### src/rtl/wb_stage_pipe.sv
// Registered writeback stage: accepts one retiring instruction, waits for load data
// when needed, aligns/extends it and drives a registered register-file write port.
module wb_stage_pipe #(
    parameter int XLEN    = 32,
    parameter int REG_AW  = 5,
    parameter int TIMEOUT = 16,
    parameter int OFF_W   = $clog2(XLEN/8)
) (
    input  logic              clk,
    input  logic              rst,
    input  logic              in_valid,
    output logic              in_ready,
    input  logic [REG_AW-1:0] in_rd,
    input  logic [XLEN-1:0]   in_alu,
    input  logic [XLEN-1:0]   in_link_pc,
    input  logic              in_link,
    input  logic              in_mem_to_reg,
    input  logic [1:0]        in_size,
    input  logic              in_unsigned,
    input  logic [OFF_W-1:0]  in_off,
    input  logic              mem_rvalid,
    input  logic [XLEN-1:0]   mem_rdata,
    output logic              rf_we,
    output logic [REG_AW-1:0] rf_waddr,
    output logic [XLEN-1:0]   rf_wdata,
    output logic              misalign_err,
    output logic              timeout_err
);
    localparam int CW = $clog2(TIMEOUT + 1);

    typedef enum logic {S_IDLE, S_WAIT} state_t;

    state_t            r_state, w_state_nxt;
    logic [REG_AW-1:0] r_rd;
    logic [1:0]        r_size;
    logic              r_uns;
    logic [OFF_W-1:0]  r_off;
    logic [CW-1:0]     r_cnt, w_cnt_nxt;

    logic              w_idle, w_is_load, w_legal, w_uns;
    logic [1:0]        w_size;
    logic [OFF_W-1:0]  w_off;
    logic [XLEN-1:0]   w_sh, w_load;
    logic              w_wr, w_mis, w_to, w_hold;
    logic [REG_AW-1:0] w_waddr;
    logic [XLEN-1:0]   w_wdata;

    assign w_idle    = (r_state == S_IDLE);
    assign in_ready  = w_idle;
    assign w_is_load = ~in_link & in_mem_to_reg;

    // load attributes come from the inputs in IDLE and from the holding regs in WAIT
    assign w_size = w_idle ? in_size     : r_size;
    assign w_uns  = w_idle ? in_unsigned : r_uns;
    assign w_off  = w_idle ? in_off      : r_off;

    // legal loads have the low offset bits clear, so one byte-granular shift serves all sizes
    assign w_sh = mem_rdata >> {w_off, 3'b000};

    always_comb begin
        case (w_size)
            2'b10:   w_load = w_uns ? XLEN'(w_sh[7:0])  : XLEN'($signed(w_sh[7:0]));
            2'b01:   w_load = w_uns ? XLEN'(w_sh[15:0]) : XLEN'($signed(w_sh[15:0]));
            2'b00:   w_load = (w_uns && XLEN != 32) ? XLEN'(w_sh[31:0])
                                                    : XLEN'($signed(w_sh[31:0]));
            default: w_load = w_sh;
        endcase
    end

    always_comb begin
        case (in_size)
            2'b01:   w_legal = ~in_off[0];
            2'b00:   w_legal = (in_off[1:0] == 2'b00);
            2'b11:   w_legal = (XLEN == 64) && (in_off == '0);
            default: w_legal = 1'b1;
        endcase
    end

    always_comb begin
        w_state_nxt = r_state;
        w_cnt_nxt   = '0;
        w_wr        = 1'b0;
        w_mis       = 1'b0;
        w_to        = 1'b0;
        w_hold      = 1'b0;
        w_waddr     = in_rd;
        w_wdata     = in_alu;
        case (r_state)
            S_IDLE: begin
                if (in_valid) begin
                    if (!w_is_load) begin
                        w_wr    = 1'b1;
                        w_wdata = in_link ? in_link_pc : in_alu;
                    end else if (!w_legal) begin
                        w_mis = 1'b1;
                    end else if (mem_rvalid) begin
                        w_wr    = 1'b1;
                        w_wdata = w_load;
                    end else begin
                        w_hold      = 1'b1;
                        w_state_nxt = S_WAIT;
                    end
                end
            end
            S_WAIT: begin
                w_waddr = r_rd;
                w_wdata = w_load;
                if (mem_rvalid) begin
                    w_wr        = 1'b1;
                    w_state_nxt = S_IDLE;
                end else if (r_cnt == CW'(TIMEOUT - 1)) begin
                    w_to        = 1'b1;
                    w_state_nxt = S_IDLE;
                end else begin
                    w_cnt_nxt = r_cnt + CW'(1);
                end
            end
            default: w_state_nxt = S_IDLE;
        endcase
    end

    always_ff @(posedge clk or posedge rst) begin
        if (rst) begin
            r_state      <= S_IDLE;
            r_cnt        <= '0;
            r_rd         <= '0;
            r_size       <= '0;
            r_uns        <= 1'b0;
            r_off        <= '0;
            rf_we        <= 1'b0;
            rf_waddr     <= '0;
            rf_wdata     <= '0;
            misalign_err <= 1'b0;
            timeout_err  <= 1'b0;
        end else begin
            r_state      <= w_state_nxt;
            r_cnt        <= w_cnt_nxt;
            rf_we        <= w_wr & (w_waddr != '0);
            misalign_err <= w_mis;
            timeout_err  <= w_to;
            if (w_wr) begin
                rf_waddr <= w_waddr;
                rf_wdata <= w_wdata;
            end
            if (w_hold) begin
                r_rd   <= in_rd;
                r_size <= in_size;
                r_uns  <= in_unsigned;
                r_off  <= in_off;
            end
        end
    end
endmodule

### config.mk
export PLATFORM = sky130hd
export DESIGN_NAME = wb_stage_pipe
export DESIGN_NICKNAME = d
export VERILOG_FILES = /design/src/rtl/wb_stage_pipe.sv
export SDC_FILE = /design/constraint.sdc
export NUM_CORES = 1
export LEC_CHECK = 0
export CAP_MARGIN = 20
export CORE_AREA = 2 2 101 103
export DETAILED_ROUTE_END_ITERATION = 10
export DIE_AREA = 0 0 103 105
export PLACE_DENSITY = 0.81
export SYNTH_ARGS = -nofsm -noshare
export SYNTH_HDL_FRONTEND = slang
export SYNTH_SLANG_ARGS = --single-unit
### constraint.sdc
create_clock -name clk -period 3.2 [get_ports clk]
set_input_delay 0.8 -clock clk [delete_from_list [all_inputs] [get_ports clk]]
set_output_delay 0.8 -clock clk [all_outputs]
set_load 0.02 [all_outputs]
Word-level counts from Yosys, hierarchy flattened
Index checks and enable logic that the tools add are counted.
- equal/unequal tests: 5
- bitwise operators: 5
- reductions and logical operators: 3
- mux-type cells: 37
- $add $sub $neg: 1
- shift operators: 1
- operators with widths (operator ; count):
    two-way mux 32 bit ; 7
    one-hot mux 32 bit (2 select lines) ; 2
    right shift 32 x 5 -> 32 bit ; 1
    two-way mux 5 bit ; 4
    two-way mux 1 bit ; 19
    adder 5 x 1 -> 5 bit, second input constant ; 1
    equality test 5 x 4 -> 1 bit, second input constant ; 1
    nonzero test 5 bit ; 1
    equality test 2 x 1 -> 1 bit, second input constant ; 2
    equality test 2 bit, second input constant ; 2
    zero test 2 bit ; 2
    two-way mux 2 bit ; 2
    one-hot mux 1 bit (2 select lines) ; 2
    inverter 1 bit ; 3
    one-hot mux 1 bit (3 select lines) ; 1
    bitwise AND 1 bit ; 2
- input port bits: 112
- flip-flop bits (word level): 56
- output and inout port bits: 41
- word-level logic and storage cells: 63

Depth between registers and ports, before layout
Gate-level depths: netlist (run 1).
- depth in word-level cells: 9
- gate-level depth with buffers: 12
- mapped depth without buffers: 8

Worst setup path after synthesis (run 1)
OpenSTA, ideal clock, no wires.
- path kind: register to register
- from: register r_state
- to: register rf_wdata[16]
- stages on the path, launching flop included: 13
- library setup time: 0.087 ns
- buffers on the path: 5
- data required time: 3.113 ns
- period minus slack after synthesis: 2.708 ns
- setup slack: 0.492 ns
- arrival time: 2.621 ns
- cell sequence: dfrtp_1 -> buf_4 -> buf_6 -> clkbuf_1 -> mux2i_1 -> inv_1 -> ha_1 -> a211oi_2 -> and2_1 -> buf_2 -> a32oi_4 -> buf_6 -> a211oi_2
- word-level cells in the longest chain between the ends: 9
- elaborated cells between the ends (all ways): 16
- classes of those cells: eq/ne (2); shift (1); mux (12); bitwise (1)
- RTL lines (element ; line ; source):
    from (decl) ; 33 ; state_t r_state, w_state_nxt;
    from (signal assigned) ; 136 ; r_state <= w_state_nxt;
    two-way mux 2 bit ; 55 ; assign w_off = w_idle ? in_off : r_off;
    right shift 32 x 5 -> 32 bit ; 58 ; assign w_sh = mem_rdata >> {w_off, 3'b000};
    two-way mux 32 bit, on equally long branches ; 63, 62 ;
    one-hot mux 32 bit (2 select lines) ; 61 ; case (w_size)
    two-way mux 32 bit ; 96 ; end else if (mem_rvalid) begin
    two-way mux 32 bit ; 94 ; end else if (!w_legal) begin
    two-way mux 32 bit ; 91 ; if (!w_is_load) begin
    two-way mux 32 bit ; 90 ; if (in_valid) begin
    one-hot mux 32 bit (2 select lines) ; 88 ; case (r_state)
    to (signal assigned) ; 143 ; rf_wdata <= w_wdata;
    to (decl) ; 25 ; output logic [XLEN-1:0] rf_wdata,
Several ways; a longest one is shown, not always the timed one.
A chain may end at the register's enable or synchronous reset.

Worst setup path after layout (run 1)
- from: input in_valid
- to: register rf_wdata[31]
- word-level cells in the longest chain between the ends: 2
- elaborated cells between the ends (all ways): 4
- classes of those cells: mux (4)
- RTL lines (element ; line ; source):
    from (decl) ; 11 ; input logic in_valid,
    two-way mux 32 bit or two-way mux 1 bit (tied branches) ; 90 ;
    one-hot mux 32 bit (2 select lines) or one-hot mux 1 bit (2 select lines) (tied branches) ; 88 ;
Several ways; a longest one is shown, not always the timed one.

==> results of run 1 <==
==> metal layers <==
| layer | share of wire, % | vias up | GRT usage (%) |
|---|---|---|---|
| li1 | - | 2251 | - |
| met1 | 39 | 2390 | 37.9 |
| met2 | 49 | 339 | 50.4 |
| met3 | 9.5 | 49 | 5.55 |
| met4 | 3.2 | 0 | 8.55 |
| met5 | 0 | - | 0 |
==> cell families (layout without fill, tap and decap cells) <==
group | after synthesis | after routing
xor gates and xnor gates | 2 | 2
AOI/OAI and AO/OA | 190 | 190
and+or+nand+nor | 176 | 176
muxes | 38 | 38
adders and majority gates | 3 | 3
DFF | 56 | 56
buffers and inverters | 59 | 200
==> power groups by stage <==
stage | logic [uW] | registers [uW] | clock network [uW]
2_1_floorplan | 462 | 1030 | 0
3_3_place_gp | 1060 | 930 | 0
3_5_place_dp | 1080 | 937 | 0
4_1_cts | 1090 | 926 | 445
5_1_grt | 1170 | 942 | 469
6_report | 1090 | 928 | 438
==> final timing paths <==
kind | from | end | slack, ns | depth (start not counted)
max in group asynchronous | rst | rf_wdata[12]$_DFFE_PP0P_ | 1.73 | 3
min reg2reg | r_cnt[4]$_DFF_PP0_ | timeout_err$_DFF_PP0_ | 0.47 | 1
max | in_valid | rf_wdata[31]$_DFFE_PP0P_ | 0.43 | 7
max reg2reg | r_state$_DFF_PP0_ | rf_wdata[29]$_DFFE_PP0P_ | 0.74 | 8
min in group asynchronous | rst | rf_wdata[29]$_DFFE_PP0P_ | 0.82 | 2
min | r_cnt[4]$_DFF_PP0_ | timeout_err$_DFF_PP0_ | 0.47 | 1
==> cell usage after synthesis, drive strengths merged <==
library cell / number / share of area [%]
xnor2: 1 / 0.20
nand2b: 3 / 0.43
o31a: 1 / 0.20
a31oi: 3 / 0.43
buf: 20 / 3.0
a22oi: 21 / 3.6
or2: 1 / 0.14
nor4: 1 / 0.14
a211oi: 17 / 4.2
dfrtp: 56 / 32
mux2: 11 / 2.9
ha: 3 / 0.87
a21oi: 43 / 5.2
a21o: 2 / 0.35
o21ai: 10 / 1.2
clkbuf: 32 / 2.8
nor2b: 3 / 0.43
and2: 3 / 0.43
o311a: 1 / 0.23
nand2: 86 / 7.5
or4: 2 / 0.43
nor2: 59 / 5.1
o31ai: 18 / 3.2
a32o: 5 / 1.2
xor2: 1 / 0.20
o22a: 5 / 1.0
nand3: 7 / 0.81
a222oi: 8 / 1.8
a221oi: 24 / 4.9
nor3: 8 / 0.92
o22ai: 15 / 2.2
inv: 7 / 0.61
and3: 3 / 0.43
a32oi: 6 / 1.6
a311oi: 1 / 0.20
mux2i: 27 / 6.9
o211ai: 6 / 1.0
a211o: 4 / 0.81
==> area by class of cell <==
type                    instances  area, sq um
repair buffers                185         1820
clock buffers                   5         68.8
multi-input cells             409         2680
flip-flops and latches         56         1400
well taps                     133          166
clock inverters                 3         25.0
inverters                       7         26.3
fillers                       847         3450
==> critical path, cell delays in order <==
cell and delay (ns):
clkdlybuf4s50_1 0.57, buf_4 0.21, nand2_1 0.41, a21oi_1 0.29, a22oi_1 0.11, a222oi_1 0.44, a211oi_2 0.13
==> registers in the layout (all words and copies together) (netlist names) <==
signal,cells
rf_wdata,32
r_off,2
misalign_err,1
timeout_err,1
r_rd,5
rf_we,1
r_state,1
r_cnt,5
r_uns,1
rf_waddr,5
r_size,2
==> per-stage QoR <==
stage | utilization [%] | hold WS [ns] | power (uW) | worst slack, ns
after detailed placement | 63.2 | 0.454 | 2020 | 0.116
after global routing | 64.2 | 0.485 | 2580 | 0.257
after floorplan | - | 0.419 | 1500 | 0.492
final | 64.2 | 0.473 | 2460 | 0.427
after CTS | 64.2 | 0.473 | 2460 | 0.452
after global placement | 63.2 | 0.445 | 1990 | 0.242
==> reports/metrics.cfg, run 1 <==
[run_status]
status = finished clean

[pwr]
p_seq_share_pct = 37.7
p_leak_uw = 0.00247
p_switching_uw = 934
clkPwrFrac_pct = 17.8
cellPowerDensity_nw_per_um2 = 398
p_int_uw = 1530
p_sw_share_pct = 38.0
irDropWorstVdd_v = 0.000282
power_frac_comb_pct = 44.5

[drt]
drc = 0
firstDrtPassIters = 8
wl_per_cell_um = 20.2
routed-via-count = 5029
wl_mm = 16.2
drt_iter0_markers = 469
viasPerCell = 6.30
postRouteAntennaNets = 0

[synth]
syn_nets = 639
synthSimpleGateAreaFrac_pct = 16.8
synthMuxAreaShare_pct = 9.85
ys_seq_area_share_pct = 32.4
synth_compound_area_share_pct = 33.4
synth_seq_cells = 56
synth_area_per_cell_sq_um = 8.27
yosysUniqueCellTypes = 51
synthXorXnorAreaFrac_pct = 0.404
synth_area_sq_um = 4330
yosys_warnings = 0
synth-adder-area-share_pct = 0.867
synth_cells = 524
synth_top_family_by_area = compound AO/OA/AOI/OAI gates

[floorplanning]
die-width_um = 103
core_sq_um = 9640
die_area_sq_um = 10800
rows = 36
start_util_pct = 44.9
die_h_um = 105
io_pins = 153

[critical_path]
worstPathRequired_ns = 3.40
cp.arrival_ns = 2.98
critical_path_class = input pin to flip-flop
path_max_fanout = 17
endpoint_kind = flip-flop
start_kind = input pin

[grt]
grt_max_degree = 36
track_usage_pct = 29.6
grt_pass1_wl_mm = 25.4
grt_pass1_vias = 4947
grt-ovfl-total = 0
antenna_found_initial = 0

[clock_network]
clkSlewWorstSetupHoldPaths_ns = 0.12
root_buffer = clkbuf_8
postCtsSetupBuffers = 0
cts_resized = 0
clk_latency_ns = 0.32
cts_max_path_buffers = 2
htreeDepth = 2
cts.sinks = 56
cts_tree = built
cts_buffers = 5
cts_hold_buf = 0

[sta]
rsz0062_at_grt = no
hold_viol_final = 0
relSlewSlack_pct = 55.1
post-route-period-util_pct = 86.6
tns_ns = 0
fin_crit_ns = 2.77
max_freq_ghz = 0.361
final-max-slew-violation-count = 0
fin_skew_ns = 0.00438
setup_viol = 0
worst_slew_pin_slew_ns = 0.672

[finish]
nNetsFinal = 779
diodes = 0
layout_common_cells = clkdlybuf4s50_1, nand2_1, nor2_1, dfrtp_1, a21oi_1
area_growth_pct = 42.8
final_area_sq_um = 6190
layout_commonest_cell = clkdlybuf4s50_1
stdcell_count = 798
drive_gt1_share_pct = 9.92

[placement]
io_buffers = 152
post-place-cells = 790
dp_hpwl_mm = 12.1
gp_congestion = 0.953
place_area_sq_um = 6090

[run]
maxCapViolCount = 0

[min_path]
min_path_type = flip-flop to flip-flop

Note: power is estimated with default switching activity, not from simulation.
==> run 2: changes to the inputs <==
--- a/config.mk
+++ b/config.mk
@@ -10,6 +10,7 @@
 export DETAILED_ROUTE_END_ITERATION = 10
 export DIE_AREA = 0 0 103 105
 export PLACE_DENSITY = 0.81
+export SETUP_SLACK_MARGIN = 0.4
 export SYNTH_ARGS = -nofsm -noshare
 export SYNTH_HDL_FRONTEND = slang
 export SYNTH_SLANG_ARGS = --single-unit
==> constraint.sdc (replaced) <==
create_clock -name clk -period 3.2 [get_ports clk]
set_input_delay 0.8 -clock clk [delete_from_list [all_inputs] [get_ports clk]]
set_output_delay 0.8 -clock clk [all_outputs]
set_load 0.05 [all_outputs]
==> run 2 against run 1 <==
Effect of this change: total power up 8.7%; non-clock buffer count unchanged; cell count unchanged; combinational power up 21%.
==> reports/metrics.cfg, run 2 (synthesis results as in run 1) <==
[run_status]
status = finished clean

[critical_path]
path_buf_inv = 2
slowest_delay_ns = 0.47
cp_common_cell = o22ai_1
crit_cells = 9
path_max_fanout = 9
slowest_stage = clkdlybuf4s50_1
reg2reg_depth = 8
critical_path.cell_chain = clkdlybuf4s50_1, mux2i_2, inv_1, ha_1, or2_2, nand2_2, o22ai_1, a21oi_1, o22ai_1
start_kind = input pin
endpoint_kind = flip-flop
worstPathRequired_ns = 3.40
critical_path_class = input pin to flip-flop
crit_family = simple AND/OR/NAND/NOR gates
cp.arrival_ns = 2.91

[clock_network]
root_buffer = clkbuf_8
cts_hold_buf = 0
cts_tree = built
cts_buffers = 5
cts.sinks = 56
cts_max_path_buffers = 2
htreeDepth = 2
clk_latency_ns = 0.32
clkSlewWorstSetupHoldPaths_ns = 0.12

[finish]
final_area_sq_um = 6200
largest_reg_flops = 32
layout_commonest_cell = clkdlybuf4s50_1
nNetsFinal = 779
regMostFlops = rf_wdata
fill_cells = 841
drive_gt1_share_pct = 10.4
area_growth_pct = 43.1
layout_common_cells = clkdlybuf4s50_1, nand2_1, nor2_1, dfrtp_1, a21oi_1
diodes = 0

[sta]
hold_viol_final = 0
final-max-slew-violation-count = 0
tns_ns = 0
fin_skew_ns = 0.00956
worst_slack_ns = 0.491
fin_crit_ns = 2.71
relSlewSlack_pct = 56.5
post-route-period-util_pct = 84.6
max_freq_ghz = 0.369
worst_slew_pin_slew_ns = 0.650
setup_viol = 0
rsz0062_at_grt = no

[drt]
postRouteAntennaNets = 0
viasPerCell = 6.20
wl_mm = 15.8
wl_per_cell_um = 19.9
drt_iter0_markers = 400
firstDrtPassIters = 8
routed-via-count = 4945
drc = 0

[grt]
grt_max_degree = 47
track_usage_pct = 28.5
grt_pass1_wl_mm = 24.5
grt-ovfl-total = 0
antenna_found_initial = 0
grt_pass1_vias = 4866

[placement]
dp_hpwl_mm = 11.8
pre_cts_slack_ns = 0.0565
gp_congestion = 0.883
place_area_sq_um = 6070
io_buffers = 152

[pwr]
cellPowerDensity_nw_per_um2 = 432
p_leak_uw = 0.00248
irDropWorstVdd_v = 0.000309

[floorplanning]
start_util_pct = 44.9
io_pins = 153
die_h_um = 105
rows = 36
die-width_um = 103
die_area_sq_um = 10800
core_sq_um = 9640

[min_path]
min_path_type = flip-flop to flip-flop
hold_depth = 1

[run]
maxCapViolCount = 0

[run 2: cell types whose count changed in the layout (fill, tap and decap cells not counted), sizes merged]
cell | previous run | this run
clkdlybuf4s50 | 152 | 151
clkinvlp | 1 | 0
clkinv | 0 | 2
buf | 33 | 34
inv | 9 | 8
[run 2: stage by stage]
step	total power (uW)	hold WS, ns	std cells	util [%]
2_1_floorplan	1720	0.419	524	-
3_3_place_gp	2210	0.445	789	63.0
3_5_place_dp	2230	0.450	789	63.0
4_1_cts	2680	0.477	797	64.0
5_1_grt	2790	0.503	798	64.3
6_report	2680	0.473	798	64.3
[run 2: final timing paths]
path | from | end | slack [ns]
worst max-delay path | in_size[0] | rf_wdata[10]$_DFFE_PP0P_ | 0.49
worst min-delay path | r_cnt[0]$_DFF_PP0_ | r_cnt[0]$_DFF_PP0_ | 0.47
worst max register to register | r_state$_DFF_PP0_ | rf_wdata[10]$_DFFE_PP0P_ | 0.62
worst min register to register | r_cnt[0]$_DFF_PP0_ | r_cnt[0]$_DFF_PP0_ | 0.47
max in group asynchronous | rst | rf_wdata[11]$_DFFE_PP0P_ | 1.71
min in group asynchronous | rst | r_size[0]$_DFFE_PP0P_ | 0.83
[run 2: layer usage]
layer  wire (um)  track usage, %  vias to the layer above
met2        7730            47.2                      297
met1        6180            36.3                     2364
met5           0               0                        -
met3        1590            6.69                       34
met4         340            8.83                        0
li1            -               -                     2250
[run 2: power by group]
part           total, uW  internal, uW  switching, uW
sequential           924           834           89.7
clock                432           161            271
combinational       1320           533            788
total               2680          1530           1150
[run 2: worst reg2reg max path, stage by stage, from the launching register on]
cell and delay, ns:
dfrtp_1 0.72, mux2i_2 0.31, inv_1 0.07, ha_1 0.34, or2_2 0.41, nand2_2 0.19
o22ai_1 0.11, a21oi_1 0.20, o22ai_1 0.12
[run 2: timing repair]
item                                   4_1_cts  5_1_grt
resized for setup                            0        3
endpoints found under the hold margin        0        0
setup buffers                                0        1
setup endpoints to repair                    0       22
[run 2: layout make-up]
class | instances | area [sq um] | area share (%)
multi-input combinational | 409 | 2690 | 43.5
sequential | 56 | 1400 | 22.6
clock inverter | 3 | 26.3 | 0.424
clock buffer | 5 | 68.8 | 1.11
timing repair buffer | 185 | 1820 | 29.3
tap | 133 | 166 | 2.68
inverter | 7 | 26.3 | 0.424
==> run 3: changes to the inputs <==
==> constraint.sdc (replaced) <==
create_clock -name clk -period 2.5 [get_ports clk]
set_input_delay 0.625 -clock clk [delete_from_list [all_inputs] [get_ports clk]]
set_output_delay 0.625 -clock clk [all_outputs]
set_load 0.05 [all_outputs]
==> run 3 against run 2 <==
Effect of this change: hold slack got worse by 0.0026 ns; combinational power increased by 39%; clock-buffer cell count is the same; highest routed layer unchanged.
==> reports/metrics.cfg, run 3 (synthesis results as in run 1) <==
[run_status]
status = finished clean

[critical_path]
rrSetupSlack_ns = 0.38
worstPathRequired_ns = 2.74
slowest_stage = dfrtp_1
start_kind = flip-flop
crit_family = buffers and inverters
path_buf_inv = 4
r2r_end = rf_wdata[30]$_DFFE_PP0P_
slowest_delay_ns = 0.39
r2r-start = r_state$_DFF_PP0_
endpoint_kind = flip-flop
cp.arrival_ns = 2.36
reg2reg_depth = 9
cp_common_cell = buf_4
path_max_fanout = 3
critical_path.cell_chain = buf_4, mux2i_4, inv_2, ha_4, a211oi_4, buf_4, a32oi_4, buf_4, a211oi_2
critical_path_class = flip-flop to flip-flop
critPathLaunch = r_state$_DFF_PP0_

[finish]
diodes = 0
area_growth_pct = 60.4
layout_common_cells = clkdlybuf4s50_1, nand2_1, nor2_1, dfrtp_1, buf_4
stdcell_count = 839
largest_reg_flops = 32
multi_input_area_sq_um = 2940
drive_gt1_share_pct = 21.7
regMostFlops = rf_wdata
fill_cells = 728
nNetsFinal = 820
final_area_sq_um = 6950
ff_latch_area_sq_um = 1400
layout_commonest_cell = clkdlybuf4s50_1

[floorplanning]
rows = 36
start_util_pct = 44.9
die_h_um = 105
die_area_sq_um = 10800
core_sq_um = 9640
die-width_um = 103
io_pins = 153

[sta]
max_freq_ghz = 0.472
worst_slew_pin_slew_ns = 0.495
post-route-period-util_pct = 84.8
final-max-slew-violation-count = 0
hold_viol_final = 0
fin_crit_ns = 2.12
rsz0062_at_grt = yes
worst_slack_ns = 0.381
fin_skew_ns = 0.00917
relSlewSlack_pct = 66.6
setup_viol = 0

[drt]
wl_per_cell_um = 21.3
postRouteAntennaNets = 0
routed-via-count = 5376
wl_mm = 17.9
viasPerCell = 6.41
firstDrtPassIters = 5
drc = 0
drt_iter0_markers = 497

[placement]
dp_hpwl_mm = 11.9
gp_congestion = 0.917
io_buffers = 152
pre_cts_slack_ns = -0.469
place_area_sq_um = 6430
post-place-cells = 814

[pwr]
cellPowerDensity_nw_per_um2 = 514
p_leak_uw = 0.00298
irDropWorstVdd_v = 0.000341
power_uw = 3570

[min_path]
min_from = r_cnt[4]$_DFF_PP0_
min_path_type = flip-flop to flip-flop
hold_depth = 1
whs_endpoint = timeout_err$_DFF_PP0_

[grt]
grt_max_degree = 57
grt-ovfl-total = 0
grt_pass1_wl_mm = 26.7
grt_pass1_vias = 5198
track_usage_pct = 31.5
antenna_found_initial = 0

[run]
maxCapViolCount = 0

[clock_network]
cts.sinks = 56
cts_tree = built
htreeDepth = 2
cts_buffers = 5
root_buffer = clkbuf_8
clkSlewWorstSetupHoldPaths_ns = 0.11
cts_max_path_buffers = 2
clk_latency_ns = 0.32

[run 3: cell types whose count changed in the layout (fill, tap and decap cells not counted), sizes merged]
| cell | delta |
|---|---|
| clkdlybuf4s50 | -48 |
| dlygate4sd2 | +41 |
| buf | +35 |
| clkbuf | +6 |
| bufbuf | +3 |
| dlymetal6s2s | +3 |
| or4 | +1 |
[run 3: worst max-delay path by stage]
stage / end / depth (start not counted)
after floorplan: rf_wdata[16]$_DFFE_PP0P_ / 12
after global placement: rf_wdata[25]$_DFFE_PP0P_ / 8
after detailed placement: rf_wdata[30]$_DFFE_PP0P_ / 8
after CTS: rf_wdata[27]$_DFFE_PP0P_ / 9
after global routing: rf_wdata[23]$_DFFE_PP0P_ / 9
final: rf_wdata[30]$_DFFE_PP0P_ / 9
[run 3: report_power, final]
group	leakage, uW	internal, uW	switching (uW)	total [uW]
combinational	0.00225	760	1080	1840
sequential	0.000683	1070	122	1190
clock	0.0000485	202	337	539
total	0.00298	2030	1540	3570
[run 3: metal layers]
metal	part of all wire (%)	track usage (%)	wire (um)	vias up
met3	12	6.02	2100	92
met1	36	40.2	6430	2524
met2	48	51.1	8490	419
met4	4.6	13.7	828	0
met5	0	0	0	-
li1	-	-	-	2341
[run 3: timing repair]
action	4_1_cts	5_1_grt
pin swaps	7	6
cloned	5	2
gates resized for setup	77	33
hold buffers	0	0
endpoints found under the setup margin	87	36
setup buffers	7	3
[run 3: final cells by class]
| class | count | area share, % |
|---|---|---|
| clock buffer | 5 | 0.991 |
| clock inverter | 3 | 0.324 |
| inverter | 7 | 0.414 |
| multi-input combinational | 410 | 42.3 |
| sequential | 56 | 20.2 |
| tap | 133 | 2.40 |
| timing repair buffer | 225 | 33.4 |
[run 3: through the flow]
stage | hold slack [ns] | TNS (ns) | utilization, %
global route | 0.482 | 0 | 72.1
finish | 0.470 | 0 | 72.1
floorplan | 0.419 | 0 | -
global placement | 0.446 | -9.28 | 66.7
CTS | 0.469 | 0 | 70.3
detailed placement | 0.439 | -11.41 | 66.7
